## src/rtl/demux_roteador_if.sv

```systemverilog
// Handshake bundle for demux_roteador: one producer word in, N_CANAIS channel lanes out.
interface demux_roteador_if #(
  parameter int unsigned LARGURA  = 8,
  parameter int unsigned N_CANAIS = 8,
  parameter int unsigned END_W    = $clog2(N_CANAIS),
  parameter int unsigned CONT_W   = 16
);
  logic [LARGURA-1:0]          dados;
  logic [END_W-1:0]            endereco;
  logic                        difusao;
  logic                        in_valido;
  logic                        in_pronto;
  logic [N_CANAIS*LARGURA-1:0] saida;
  logic [N_CANAIS-1:0]         saida_valido;
  logic [N_CANAIS-1:0]         saida_pronto;
  logic                        erro_end;
  logic [CONT_W-1:0]           cont_descartes;

  modport master (
    output dados, endereco, difusao, in_valido, saida_pronto,
    input  in_pronto, saida, saida_valido, erro_end, cont_descartes
  );

  modport slave (
    input  dados, endereco, difusao, in_valido, saida_pronto,
    output in_pronto, saida, saida_valido, erro_end, cont_descartes
  );
endinterface

```

## src/rtl/demux_roteador.sv

```systemverilog
// Registered 1-to-N_CANAIS router: one-entry holding register per channel, broadcast,
// out-of-range drop with saturating counter, idle lanes forced to zero.
module demux_roteador #(
  parameter int unsigned LARGURA  = 8,
  parameter int unsigned N_CANAIS = 8,
  parameter int unsigned END_W    = $clog2(N_CANAIS),
  parameter int unsigned CONT_W   = 16
) (
  input  logic             clk,
  input  logic             rst,
  demux_roteador_if.slave  bus
);

  logic [LARGURA-1:0]  dado [N_CANAIS];
  logic [N_CANAIS-1:0] valido;
  logic [N_CANAIS-1:0] livre;
  logic [N_CANAIS-1:0] escreve;
  logic                fora;
  logic                sel_livre;
  logic                pronto;
  logic                aceita;
  logic                descarta;
  logic                erro;
  logic [CONT_W-1:0]   cont;

  // A channel can take a word if empty or if its held word leaves on this edge.
  assign livre = ~valido | bus.saida_pronto;
  assign fora  = {1'b0, bus.endereco} >= (END_W+1)'(N_CANAIS);

  always_comb begin
    sel_livre = 1'b0;
    for (int unsigned k = 0; k < N_CANAIS; k++)
      if (bus.endereco == END_W'(k)) sel_livre = livre[k];
  end

  assign pronto   = bus.difusao ? (&livre) : (fora | sel_livre);
  assign aceita   = bus.in_valido & pronto;
  assign descarta = aceita & ~bus.difusao & fora;

  always_comb begin
    escreve = '0;
    for (int unsigned k = 0; k < N_CANAIS; k++)
      escreve[k] = aceita & (bus.difusao | (~fora & (bus.endereco == END_W'(k))));
  end

  always_ff @(posedge clk or posedge rst) begin
    if (rst) begin
      valido <= '0;
      for (int unsigned k = 0; k < N_CANAIS; k++) dado[k] <= '0;
      erro   <= 1'b0;
      cont   <= '0;
    end else begin
      // A write wins over a drain on the same edge, keeping the lane valid.
      for (int unsigned k = 0; k < N_CANAIS; k++) begin
        if (escreve[k]) begin
          valido[k] <= 1'b1;
          dado[k]   <= bus.dados;
        end else if (valido[k] && bus.saida_pronto[k]) begin
          valido[k] <= 1'b0;
          dado[k]   <= '0;
        end
      end
      erro <= descarta;
      if (descarta && (cont != '1)) cont <= cont + 1'b1;
    end
  end

  for (genvar g = 0; g < N_CANAIS; g++) begin : g_lane
    assign bus.saida[g*LARGURA +: LARGURA] = dado[g];
  end

  assign bus.in_pronto      = pronto;
  assign bus.saida_valido   = valido;
  assign bus.erro_end       = erro;
  assign bus.cont_descartes = cont;

endmodule

```

## src/flat_wrapper.sv

```systemverilog
// flat-port wrapper written by rule: the top's interface ports become plain ports
module demux_roteador_flat 
#(
  parameter int unsigned LARGURA  = 8,
  parameter int unsigned N_CANAIS = 8,
  parameter int unsigned END_W    = $clog2(N_CANAIS),
  parameter int unsigned CONT_W   = 16
)
  (clk, rst, bus_dados, bus_endereco, bus_difusao, bus_in_valido, bus_saida_pronto, bus_in_pronto, bus_saida, bus_saida_valido, bus_erro_end, bus_cont_descartes);
  demux_roteador_if #(.LARGURA(LARGURA), .N_CANAIS(N_CANAIS), .END_W(END_W), .CONT_W(CONT_W)) bus_i ();
  input  logic clk;
  input  logic rst;
  input wire logic [$bits(bus_i.dados)-1:0] bus_dados;
  input wire logic [$bits(bus_i.endereco)-1:0] bus_endereco;
  input wire logic [$bits(bus_i.difusao)-1:0] bus_difusao;
  input wire logic [$bits(bus_i.in_valido)-1:0] bus_in_valido;
  input wire logic [$bits(bus_i.saida_pronto)-1:0] bus_saida_pronto;
  output wire logic [$bits(bus_i.in_pronto)-1:0] bus_in_pronto;
  output wire logic [$bits(bus_i.saida)-1:0] bus_saida;
  output wire logic [$bits(bus_i.saida_valido)-1:0] bus_saida_valido;
  output wire logic [$bits(bus_i.erro_end)-1:0] bus_erro_end;
  output wire logic [$bits(bus_i.cont_descartes)-1:0] bus_cont_descartes;
  assign bus_i.dados = bus_dados;
  assign bus_i.endereco = bus_endereco;
  assign bus_i.difusao = bus_difusao;
  assign bus_i.in_valido = bus_in_valido;
  assign bus_i.saida_pronto = bus_saida_pronto;
  assign bus_in_pronto = bus_i.in_pronto;
  assign bus_saida = bus_i.saida;
  assign bus_saida_valido = bus_i.saida_valido;
  assign bus_erro_end = bus_i.erro_end;
  assign bus_cont_descartes = bus_i.cont_descartes;
  demux_roteador #(.LARGURA(LARGURA), .N_CANAIS(N_CANAIS), .END_W(END_W), .CONT_W(CONT_W)) u_core (.clk(clk), .rst(rst), .bus(bus_i));
endmodule
```

## config.mk

```make
export PLATFORM = sky130hd
export DESIGN_NAME = demux_roteador_flat
export DESIGN_NICKNAME = d
export VERILOG_FILES = /design/src/rtl/demux_roteador_if.sv /design/src/rtl/demux_roteador.sv /design/src/flat_wrapper.sv
export SDC_FILE = /design/constraint.sdc
export NUM_CORES = 1
export LEC_CHECK = 0
export CAP_MARGIN = 20
export CORE_MARGIN = 1.5
export CORE_UTILIZATION = 45
export CTS_CLUSTER_DIAMETER = 100
export DETAILED_ROUTE_END_ITERATION = 12
export PLACE_DENSITY = 0.78
export SYNTH_ARGS = -nofsm -noshare
export SYNTH_HDL_FRONTEND = slang
export SYNTH_SLANG_ARGS = --single-unit
```

## constraint.sdc

```tcl
create_clock -name clk -period 6.4 [get_ports clk]
set_clock_uncertainty 0.2 [all_clocks]
set_input_delay 1.28 -clock clk [delete_from_list [all_inputs] [get_ports clk]]
set_output_delay 1.28 -clock clk [all_outputs]
set_load 0.03 [all_outputs]
```

==> results.py <==
metrics = {
    "status": {
        "status": "finished clean",
    },
    "timing": {
        "slew_violations": 0,
        "finalSetupViolCount": 0,
        "setup_tns_ns": 0,
        "hold_viol_final": 0,
        "timing.fmax_mhz": 197,
        "post-route-period-util_pct": 79.2,
        "slew_headroom_pct": 27.0,
        "tightest_slew_ns": 1.09,
        "setup_ws_ns": 1.33,
        "period_needed_ns": 5.07,
        "hold_ws_ns": 0.327,
        "rsz0062_at_grt": "false",
    },
    "critical_path": {
        "worstSetupPathType": "in -> out",
        "reg2reg_from": "u_core.bus.saida_valido[4]$_DFFE_PP0P_",
        "endpoint_kind": "output port",
        "cp_max_fo": 13,
        "start_kind": "input pin",
        "cpPeakStageDelay_ns": 0.72,
        "rrSetupSlack_ns": 3.93,
        "worstPathRequired_ns": 4.92,
        "arrival_ns": 3.59,
        "reg2reg_depth": 5,
        "reg2reg_to": "u_core.bus.saida[16]$_DFFE_PP0P_",
        "crit_top_cell": "clkdlybuf4s50_1",
        "cp_cell_sequence": "clkdlybuf4s50_1 > nor3b_1 > a22oi_2 > nor3_2 > nor2_1 > o21bai_1 > clkdlybuf4s50_1",
        "crit_start": "bus_endereco[1]",
        "cp-endpoint": "bus_in_pronto",
        "cp_slowest_cell": "clkdlybuf4s50_1",
    },
    "clock_network": {
        "cts_setup_buffers": 0,
        "cts_root_buffer": "clkbuf_8",
        "holdBufCountCts": 0,
        "clk_pin_slew_ns": 0.07,
        "cts_max_level": 3,
        "cts_tree": "yes",
        "insertion_delay_ns": 0.34,
        "post_cts_resized": 0,
        "ctsLongestPathBuffers": 2,
        "numCtsBuffers": 9,
        "clkSinkCount": 72,
    },
    "placement": {
        "hpwlAfterDp_mm": 5.83,
        "numPortBuffers": 95,
        "dp_slack_ns": 1.40,
        "gp_congestion": 0.855,
        "dp_cells": 490,
    },
    "logic_synthesis": {
        "synth_seq_cells": 72,
        "synth.area.top_cells": "dfrtp_1, mux2i_1, nand2_1",
        "yosys-top-cells-count": "nand2_1, dfrtp_1, mux2i_1, buf_4, inv_1",
        "synthFlopType": "dfrtp_1",
        "syn_area_per_cell_sq_um": 10.9,
        "yosysSeqAreaShare_pct": 53.8,
        "yosys_warnings": 0,
        "synth_cells": 307,
        "synthDistinctLibCells": 32,
        "yosysTopAreaCell": "dfrtp_1",
        "netlist.area_leader.share_pct": 53.8,
        "synth.most_common_cell": "nand2_1",
        "synth_edf_count": 0,
        "syn-cell-area_sq_um": 3350,
        "async_reset_ff_share_pct": 100,
    },
    "floorplanning": {
        "die_h_um": 89.3,
        "start_util_pct": 46.4,
        "num_io_pins": 113,
        "dieWidth_um": 89.3,
        "coreArea_sq_um": 7210,
        "dieArea_sq_um": 7970,
        "rows": 31,
    },
    "layout": {
        "diodes": 0,
        "layout-drive-gt1-share_pct": 5.67,
        "area_growth_pct": 34.1,
        "stdcell_count": 505,
        "nNetsFinal": 425,
        "register_area_sq_um": 1800,
        "multi_input_area_sq_um": 1360,
        "n_fill_cell": 577,
    },
    "global_routing": {
        "grt_pass1_wl_mm": 12.8,
        "antenna_found_initial": 0,
        "grt-ovfl-total": 0,
        "grt_pass1_vias": 2518,
        "grt_usage_pct": 21.9,
        "grt_max_degree": 73,
    },
    "power": {
        "p_leak_nw": 2.39,
        "powerDensity_nw_per_um2": 536,
        "ir_drop_v": 0.000283,
    },
    "routing": {
        "drt_first_pass_iters": 4,
        "wl_per_cell_um": 16.5,
        "via_per_inst": 5.14,
        "drt_iter0_drc": 148,
        "ant_nets": 0,
        "vias": 2598,
        "drc": 0,
        "wirelength_mm": 8.31,
    },
    "job": {
        "cap_violations": 0,
    },
    "worst_hold_path": {
        "min-delay-path-class": "reg -> reg",
        "worstHoldStart": "u_core.bus.saida[27]$_DFFE_PP0P_",
    },
}
-- layout make-up --
class | instances | area share (%)
Clock buffer | 11 | 2.93
Clock inverter | 4 | 1.56
Inverter | 11 | 0.919
Timing Repair Buffer | 96 | 21.3
Sequential cell | 72 | 40.1
Tap cell | 99 | 2.76
Multi-Input combinational cell | 212 | 30.4
-- power by group --
part | leakage [nW] | switching [mW] | total (mW) | internal, mW
clock | 0.103 | 0.163 | 0.380 | 0.217
combinational | 1.37 | 0.726 | 1.23 | 0.501
sequential | 0.921 | 0.134 | 0.799 | 0.665
total | 2.39 | 1.02 | 2.41 | 1.38
-- placed cells by master (no fill, tap or decap), drive strengths merged, types with 2 or more instances in the layout --
cell type / count
nand3: 3
conb: 17
o211ai: 2
dfrtp: 72
nor4b: 4
a22oi: 2
clkinv: 2
o21ai: 6
o221ai: 2
inv: 11
mux2i: 64
bufinv: 2
clkbuf: 11
clkdlybuf4s50: 95
nand2b: 9
nor4: 2
nor2: 3
nand2: 84
nor3: 4
-- flip-flops by register name (all words and copies together), names as in the netlist --
register,flops
u_core.bus.saida_valido,8
u_core.bus.saida,64
-- routing by layer --
metal | part of all wire [%] | global-route usage, % | wire (um)
met1 | 43 | 28.7 | 3580
met2 | 49 | 35.4 | 4100
met3 | 5.2 | 4.52 | 436
met4 | 2.4 | 9.79 | 200
met5 | 0 | 0 | 0
-- worst max-delay path: cells and delay by family --
kind	cells	cell delay [ns]
AND/OR/NAND/NOR	3	0.66
buffers and inverters	2	1.35
AO/OA/AOI/OAI	2	0.29
-- logic make-up after synthesis --
family          count (synthesis)  synth area share, %
simple gates                  115                 15.8
flops                          72                 53.8
mux                            64                 19.1
buf+inv                        39                 7.28
compound gates                 16                 3.85
other cells                     1                0.112
-- how the worst min path moves through the flow --
stage / slack [ns] / cells after the start / endpoint
after global routing: 0.35 / 2 / u_core.bus.saida[25]$_DFFE_PP0P_
after CTS: 0.33 / 2 / u_core.bus.saida[27]$_DFFE_PP0P_
after detailed placement: 0.32 / 2 / u_core.bus.saida[27]$_DFFE_PP0P_
after floorplan: 0.47 / 2 / u_core.bus.saida[10]$_DFFE_PP0P_
final: 0.33 / 2 / u_core.bus.saida[27]$_DFFE_PP0P_
after global placement: 0.31 / 2 / u_core.bus.saida[15]$_DFFE_PP0P_
-- per-stage QoR --
step	power, mW	cell area, sq um	utilization (%)
2_1_floorplan	1.51	3410	-
3_3_place_gp	2.01	4290	59.5
3_5_place_dp	2.04	4290	59.5
4_1_cts	2.42	4490	62.2
5_1_grt	2.53	4490	62.2
6_report	2.41	4490	62.2
(Power assumes the default switching activity.)
